$ cat src/rtl/gost89_pkg.sv
// Shared types, sizes and key-schedule helpers for the GOST 28147-89 MAC stream.
package gost89_pkg;

    typedef enum logic [1:0] {
        IDLE,
        RUN,
        WAIT_IN,
        DONE
    } state_t;

    localparam int GOST89_ROUNDS  = 16;
    localparam int GOST89_BLOCK_W = 64;

    // Round r uses K[r mod 8], so the 16 rounds walk K1..K8 twice.
    function automatic logic [2:0] key_index(input logic [3:0] round);
        return round[2:0];
    endfunction

    // K1 sits in the most significant word of the key bus.
    function automatic logic [31:0] key_word(input logic [255:0] key, input logic [2:0] idx);
        return key[(7 - int'(idx)) * 32 +: 32];
    endfunction

endpackage

$ cat src/rtl/gost89_round.sv
// One combinational GOST 28147-89 round: add key, S-box substitute, rotate by 11, mix, swap.
module gost89_round
    import gost89_pkg::*;
(
    input  logic [511:0] sbox,
    input  logic [31:0]  round_key,
    input  logic [31:0]  n1,
    input  logic [31:0]  n2,
    output logic [31:0]  n1_next,
    output logic [31:0]  n2_next
);

    localparam int HALF_W = GOST89_BLOCK_W / 2;

    logic [HALF_W-1:0] sum;
    logic [HALF_W-1:0] subst;
    logic [HALF_W-1:0] rotated;

    assign sum = n1 + round_key;

    // Nibble i is looked up in row i; entry j of a row occupies bits [4j+3:4j].
    always_comb begin
        subst = '0;
        for (int i = 0; i < 8; i++) begin
            subst[4*i +: 4] = sbox[64*i + 4*int'(sum[4*i +: 4]) +: 4];
        end
    end

    assign rotated = {subst[20:0], subst[31:21]};
    assign n1_next = n2 ^ rotated;
    assign n2_next = n1;

endmodule

$ cat src/rtl/gost89_mac_stream.sv
// Streaming GOST 28147-89 MAC engine: 16 rounds per block, CBC-style chaining between blocks.
// Optional tail padding and auto zero-block for single-block messages: define GOST89_MAC_PAD_EN.
module gost89_mac_stream
    import gost89_pkg::*;
#(
    parameter int MAC_WIDTH = 32,
    parameter int MULTI_KEY = 0
) (
    input  logic                 clk,
    input  logic                 reset_n,
    input  logic [511:0]         sbox,
    input  logic [255:0]         key,
    input  logic                 in_valid,
    output logic                 in_ready,
    input  logic [63:0]          in_data,
    input  logic                 in_last,
`ifdef GOST89_MAC_PAD_EN
    input  logic [2:0]           in_nbytes,
`endif
    output logic                 mac_valid,
    input  logic                 mac_ready,
    output logic [MAC_WIDTH-1:0] mac,
    output logic                 busy
);

    state_t       state;
    state_t       state_next;
    logic [3:0]   round_cnt;
    logic [31:0]  n1;
    logic [31:0]  n2;
    logic [31:0]  n1_round;
    logic [31:0]  n2_round;
    logic         last_flag;
    logic         accept;
    logic         last_round;
    logic         auto_blk;
    logic [63:0]  blk_data;
    logic [63:0]  result;
    logic [255:0] key_use;
    logic [511:0] sbox_use;

    assign in_ready   = reset_n && ((state == IDLE) || ((state == WAIT_IN) && !auto_blk));
    assign accept     = in_valid && in_ready;
    assign last_round = (round_cnt == 4'(GOST89_ROUNDS - 1));

    generate
        if (MULTI_KEY != 0) begin : g_latched
            logic [255:0] key_q;
            logic [511:0] sbox_q;

            // Key material is frozen for the whole message at the first accepted block.
            always_ff @(posedge clk) begin
                if (!reset_n) begin
                    key_q  <= '0;
                    sbox_q <= '0;
                end else if ((state == IDLE) && accept) begin
                    key_q  <= key;
                    sbox_q <= sbox;
                end
            end

            assign key_use  = key_q;
            assign sbox_use = sbox_q;
        end else begin : g_live
            assign key_use  = key;
            assign sbox_use = sbox;
        end
    endgenerate

`ifdef GOST89_MAC_PAD_EN
    logic pad_pending;

    assign auto_blk = pad_pending;

    // A partial final block keeps only its top in_nbytes bytes.
    always_comb begin
        blk_data = in_data;
        if (in_last && (in_nbytes != 3'd0)) begin
            blk_data = in_data & (64'hFFFF_FFFF_FFFF_FFFF << (64 - 8 * int'(in_nbytes)));
        end
    end
`else
    assign auto_blk = 1'b0;
    assign blk_data = in_data;
`endif

    gost89_round u_round (
        .sbox      (sbox_use),
        .round_key (key_word(key_use, key_index(round_cnt))),
        .n1        (n1),
        .n2        (n2),
        .n1_next   (n1_round),
        .n2_next   (n2_round)
    );

    always_ff @(posedge clk) begin
        if (!reset_n) begin
            state <= IDLE;
        end else begin
            state <= state_next;
        end
    end

    always_comb begin
        state_next = state;
        case (state)
            IDLE:    if (accept) state_next = RUN;
            RUN:     if (last_round) state_next = (last_flag && !auto_blk) ? DONE : WAIT_IN;
            WAIT_IN: if (accept || auto_blk) state_next = RUN;
            DONE:    if (mac_ready) state_next = IDLE;
            default: state_next = IDLE;
        endcase
    end

    // The auto zero block chains as r ^ 0, so only the pending flag changes in WAIT_IN.
    always_ff @(posedge clk) begin
        if (!reset_n) begin
            n1        <= '0;
            n2        <= '0;
            round_cnt <= '0;
            last_flag <= 1'b0;
`ifdef GOST89_MAC_PAD_EN
            pad_pending <= 1'b0;
`endif
        end else begin
            case (state)
                IDLE: begin
                    if (accept) begin
                        n1        <= blk_data[63:32];
                        n2        <= blk_data[31:0];
                        round_cnt <= '0;
                        last_flag <= in_last;
`ifdef GOST89_MAC_PAD_EN
                        pad_pending <= in_last;
`endif
                    end
                end
                RUN: begin
                    n1        <= n1_round;
                    n2        <= n2_round;
                    round_cnt <= round_cnt + 4'd1;
                end
                WAIT_IN: begin
`ifdef GOST89_MAC_PAD_EN
                    if (auto_blk) begin
                        pad_pending <= 1'b0;
                        round_cnt   <= '0;
                    end else
`endif
                    if (accept) begin
                        n1        <= n1 ^ blk_data[63:32];
                        n2        <= n2 ^ blk_data[31:0];
                        round_cnt <= '0;
                        last_flag <= in_last;
                    end
                end
                DONE: begin
                    if (mac_ready) begin
                        n1        <= '0;
                        n2        <= '0;
                        round_cnt <= '0;
                        last_flag <= 1'b0;
                    end
                end
                default: ;
            endcase
        end
    end

    assign result    = {n2, n1};
    assign mac_valid = (state == DONE);
    assign mac       = (state == DONE) ? result[GOST89_BLOCK_W-1 -: MAC_WIDTH] : '0;
    assign busy      = (state != IDLE);

endmodule

$ cat config.mk
export PLATFORM = sky130hd
export DESIGN_NAME = gost89_mac_stream
export DESIGN_NICKNAME = d
export VERILOG_FILES = /design/src/rtl/gost89_pkg.sv /design/src/rtl/gost89_round.sv /design/src/rtl/gost89_mac_stream.sv
export SDC_FILE = /design/constraint.sdc
export NUM_CORES = 1
export LEC_CHECK = 0
export BUFFER_PORTS_ARGS = -buffer_cell sky130_fd_sc_hd__buf_4
export CAP_MARGIN = 10
export CORE_AREA = 2 2 339 341
export CTS_CLUSTER_SIZE = 28
export DETAILED_ROUTE_END_ITERATION = 6
export DIE_AREA = 0 0 341 343
export GPL_ROUTABILITY_DRIVEN = 0
export GPL_TIMING_DRIVEN = 1
export HOLD_SLACK_MARGIN = 0.12
export SYNTH_ARGS = -nofsm -noshare
export SYNTH_HDL_FRONTEND = slang
export SYNTH_SLANG_ARGS = --single-unit
$ cat constraint.sdc
create_clock -name clk -period 6.13 [get_ports clk]
set_input_delay 1.226 -clock clk [delete_from_list [all_inputs] [get_ports clk]]
set_output_delay 1.226 -clock clk [all_outputs]
set_load 0.02 [all_outputs]
==> Word level (Yosys, flattened, before mapping) <==
Index checks and enable logic that the tools add are counted.
Widths: inputs -> output; s select.
{ "word_totals": {"regBits": 71, "output_inout_bits": 35} }
{ "classes": {"add_sub_neg": 10, "n_eq_ne": 9, "n_shift": 9, "mux": 19, "bitwise": 3, "reduce_logical": 11} }
{ "op_table": {"columns": ["cell", "n"], "rows": [
  ["$shiftx 512x32->4", 7],
  ["$shiftx 512x7->4", 1],
  ["$pmux 32 s4", 2],
  ["$shiftx 256x9->32", 1],
  ["$mux 32", 6],
  ["$xor 32x32->32", 3],
  ["$add 9x6->10 const A", 4],
  ["$add 32x32->32", 1],
  ["$add 8x6->9 const A", 2],
  ["$pmux 4 s3", 1],
  ["$reduce_and 3->1", 3],
  ["$add 7x6->8 const A", 1],
  ["$mux 4", 2],
  ["$mux 2", 3],
  ["$ne 2x2->1 const B", 3],
  ["$pmux 2 s3", 1],
  ["$add 4x1->4 const B", 1],
  ["$eq 2x2->1 const B", 2],
  ["$eq 4x4->1 const B", 1],
  ["$ne 2x1->1 const B", 2],
  ["$reduce_bool 2->1", 2],
  ["$sub 3x3->4 const A", 1],
  ["$mux 1", 3],
  ["$eq 2x1->1 const B", 1],
  ["other kinds (6)", 7]
]} }

==> Longest topological paths before layout <==
{ "logic_depth": {"ltp_word": 7, "ltp_mapped": 22, "depth_no_buf": 17} }

==> Modules after synthesis <==
A second synthesis with hierarchy kept.
{ "unflattened": {"hier_cells": 1408, "area_unflattened_um2": 13050.0} }
{ "modules_own_cells": {"columns": ["mod", "instances", "cells_each", "area_each_um2", "seq_area_each_um2"], "rows": [
  ["gost89_round", 1, 709, 6615.1, 0.0],
  ["gost89_mac_stream", 1, 699, 6434.9, 1421.4]
]} }

==> Least setup slack after synthesis <==
Ideal clock, no wire load.
{ "synth_path": {"path_kind": "register to register", "start": "register round_cnt[0]", "end": "register n1[25]", "setup_ns": 0.134, "arrival_time_ns": 5.633, "path_slack_ns": 0.364, "path_stages_with_launch": 22, "n_path_buf": 4, "path_cell_list": "dfxtp_1 -> clkbuf_1 -> buf_1 -> buf_1 -> mux4_2 -> mux2_2 -> ha_1 -> inv_1 -> fa_1 -> and2b_1 -> o211ai_1 -> a21boi_0 -> o21ai_1 -> nand2_1 -> xor2_1 -> buf_6 -> mux4_2 -> mux2_2 -> nand2_1 -> o21ai_0 -> xnor2_1 -> o22ai_1"} }
{ "synth_via": {"elab_chain_len": 7} }
{ "synth_lines": {"columns": ["item", "line", "rtl"], "rows": [
  ["start, declared", "gost89_mac_stream.sv:28", "logic [3:0] round_cnt;"],
  ["start signal, assigned", "gost89_mac_stream.sv:141", "round_cnt <= round_cnt + 4'd1;"],
  ["$sub 3x3->4", "gost89_pkg.sv:21", "return key[(7 - int'(idx)) * 32 +: 32];"],
  ["$shiftx 256x9->32", "gost89_pkg.sv:21", null],
  ["$add 32x32->32", "gost89_round.sv:19", "assign sum = n1 + round_key;"],
  ["$add 8x6->9", "gost89_round.sv:25", "subst[4*i +: 4] = sbox[64*i + 4*int'(sum[4*i +: 4]) +: 4];"],
  ["$shiftx 512x32->4", "gost89_round.sv:25", null],
  ["$xor 32x32->32", "gost89_round.sv:30", "assign n1_next = n2 ^ rotated;"],
  ["$pmux 32 s4", "gost89_mac_stream.sv:126", "case (state)"],
  ["end signal, assigned", "gost89_mac_stream.sv:129", "n1 <= blk_data[63:32];"],
  ["end signal, assigned", "gost89_mac_stream.sv:139", "n1 <= n1_round;"],
  ["end signal, assigned", "gost89_mac_stream.sv:151", "n1 <= n1 ^ blk_data[63:32];"],
  ["end, declared", "gost89_mac_stream.sv:29", "logic [31:0] n1;"]
]} }
Every way passes these cells.
A chain may end at the register's enable or synchronous reset.

==> Worst setup path after layout <==
{ "layout_path": {"start": "input key[32]", "end": "register n1[3]"} }
{ "layout_via": {"elab_chain_len": 6} }
{ "layout_lines": {"columns": ["item", "line", "rtl"], "rows": [
  ["start, declared", "gost89_mac_stream.sv:12", "input logic [255:0] key,"],
  ["$shiftx 256x9->32", "gost89_pkg.sv:21", null],
  ["$add 32x32->32", "gost89_round.sv:19", null],
  ["$add 9x6->10", "gost89_round.sv:25", null],
  ["$shiftx 512x32->4", "gost89_round.sv:25", null],
  ["$xor 32x32->32", "gost89_round.sv:30", null],
  ["$pmux 32 s4", "gost89_mac_stream.sv:126", null]
]} }
Every way passes these cells.

==> flow_metrics.tcl <==
set metrics [dict create \
    status "finished clean" \
    grt_usage_pct 15.48 \
    place_area_sq_um 21370 \
    fin_cells 3741 \
    syn_area_per_cell_sq_um 9.350 \
    fin_util_pct 19.17 \
    synthAdderAreaFrac_pct 3.321 \
    num_rows 124 \
    ys_warn_count 0 \
    cts_resized 0 \
    min_period_ps 5869 \
    muxShareOfSynthArea_pct 43.24 \
    synthSimpleGateAreaFrac_pct 15.02 \
    remaining_drc_errors 0 \
    worstPathMaxFanout 32 \
    numCtsBuffers 9 \
    tightest_slew_ps 987.3 \
    synth_most_common_cell "mux4_2" \
    fin_ws_ps 260.5 \
    yosys.area.top_type "mux4_2" \
    cap_viol_max_count 0 \
    final_nets 3069 \
    numPlacedInstances 3700 \
    cts_root_buf "clkbuf_16" \
    crit_arrival_ps 6110 \
    ff2ff_setup_slack_ps 420 \
    powerDensity_nw_per_um2 396.6 \
    drtIter0Drc 994 \
    met2_usage_pct 27.28 \
    drv_slew 0 \
    synth_top_family_by_area "multiplexers" \
    holdCritPathClass "reg2reg" \
    wirelength_um 94940 \
    drive_gt1_share_pct 54.76 \
    p_leak_uw 0.009552 \
    fin_area_sq_um 21740 \
    setup_viol 0 \
    synth_compound_area_share_pct 17.77 \
    dr.pass1.iters 6 \
    synth_edf_count 0 \
    clkLatencyLatePin_ps 390 \
    area_growth_pct 71.69 \
    cts_tree "built" \
    clock_sinks 71 \
    vias_per_cell 4.229 \
    synth_flop_cell "dfxtp_1" \
    die_x_um 341 \
    cts_setup_buffers 0 \
    initial_core_util_pct 11.16 \
    hold_buffers 0 \
    top_usage_layer "met2" \
    die_h_um 343 \
    rsz0062_at_grt "no" \
    drtAntennaViolNets 0 \
    grt_max_degree 70 \
    end_kind "flop" \
    wl_per_cell_um 25.38 \
    synthXorXnorAreaFrac_pct 5.446 \
    io_buffers 871 \
    fp.coreArea_sq_um 113400 \
    gr-usage-met1_pct 18.18 \
    synth_common_cells "mux4_2 (158), o21ai_0 (114), a21oi_1 (109)" \
    grt_pass1_vias 15978 \
    async_flop_share_pct 0 \
    skew_ps 13.17 \
    grt-ovfl-total 0 \
    synth.lib_cells_used.distinct 73 \
    hpwl_um 82590 \
    ys_ff_latch 71 \
    p_total_uw 8621 \
    period_share_pct 95.75 \
    path_clk_slew_ps 60 \
    yosysTopAreaCellShare_pct 28.11 \
    crit_type "in2reg" \
    syn_nets 2224 \
    cts_htree_levels 3 \
    slew_headroom_pct 34.18 \
    crit_required_ps 6370 \
    pin_count 872 \
    synthTopCellsByArea "mux4_2 (28%), dfxtp_1 (11%), mux2i_1 (7.5%)" \
    antenna_found_initial 40 \
    ys_seq_area_share_pct 11.23 \
    synthCells 1354 \
    ir_worst_vdd_v 0.0002000 \
    grt_pass1_wl_um 126400 \
    pre_cts_slack_ps -113.9 \
    syn_area_sq_um 12660 \
    cts_max_path_buffers 2 \
    die-area_sq_um 117000 \
    start_kind "input pin" \
    hold_violations 0 \
    fmax_mhz 170.4 \
    grt_use_met3_pct 3.635 \
    dr_total_vias 15819 \
]
==> cell type report <==
type / instances / area, sq um
inverters: 17 / 63.81
clock buffers: 10 / 250.2
repair buffers: 938 / 7129
fillers: 12574 / 91680
clock inverters: 6 / 57.56
diodes: 25 / 62.56
well taps: 1512 / 1892
flip-flops and latches: 71 / 1438
multi-input cells: 1162 / 10840
==> power breakdown <==
part           leakage (uW)  switching (uW)  internal (uW)
Clock              0.000153             267            337
Combinational       0.00881            3690           3470
Sequential         0.000588             280            578
==> stage by stage <==
stage               setup TNS, ps  hold slack [ps]
floorplan                       0            422.2
global placement           -271.9            433.3
detailed placement         -563.4            442.2
CTS                             0            450.5
global route                    0            485.4
finish                          0            455.7
==> cells by family after synthesis <==
logic type | after synthesis
AOI/OAI and AO/OA | 371
xor gates and xnor gates | 71
adders and majority gates | 33
buffers and inverters | 121
DFF | 71
muxes | 320
and+or+nand+nor | 367
==> placed cells by master (no fill, tap or decap), types with 5 or more instances in the layout <==
cell type    n
buf_4      931
mux4_2     158
o21ai_0    114
a21oi_1    109
nor2_1     106
mux2i_1     95
and3_1      68
nand2_1     68
dfxtp_1     66
mux2_2      52
o22ai_1     35
nand3b_1    35
ha_1        32
xnor2_1     31
nand3_1     30
xor2_1      26
diode_2     25
a21o_1      23
a22oi_1     16
inv_1       15
mux4_1      14
a31oi_1     12
clkbuf_16   10
nor3_1       9
nand4_1      9
o21ai_1      8
a211oi_1     7
buf_12       7
and2_1       6
o211ai_1     5
xnor2_2      5
xor2_2       5
a311oi_1     5
o221ai_1     5
==> final timing paths <==
path / endpoint / from / cells past startpoint
hold / removal: round_cnt[3] / round_cnt[3] / 1
hold reg to reg: round_cnt[3] / round_cnt[3] / 1
setup reg to reg: n1[8] / round_cnt[0] / 15
setup / recovery: n1[3] / key[32] / 19
==> state kept, by name, indices dropped and copies added, names as in the netlist <==
signal	flops
n2	32
n1	32
last_flag	1
round_cnt	4
state	2
==> metal layers <==
metal	up-vias	part of all wire, %
met2	811	50
li1	7098	-
met4	20	3.3
met3	115	7.0
met5	-	0.15
met1	7775	39
==> worst max-delay path, cell delays in order <==
cell and delay (ps):
buf_4 120, mux4_2 450, mux2_2 330, ha_1 230, inv_1 80, fa_1 210
and2b_1 200, o211ai_1 210, a21oi_1 150, nor3_1 200, o21ai_1 310, or4_1 580
nand4_1 140, buf_12 260, mux2i_1 500, o22ai_1 140, nor4_1 420, xor2_1 220
o22ai_1 90
(Power assumes the default switching activity.)
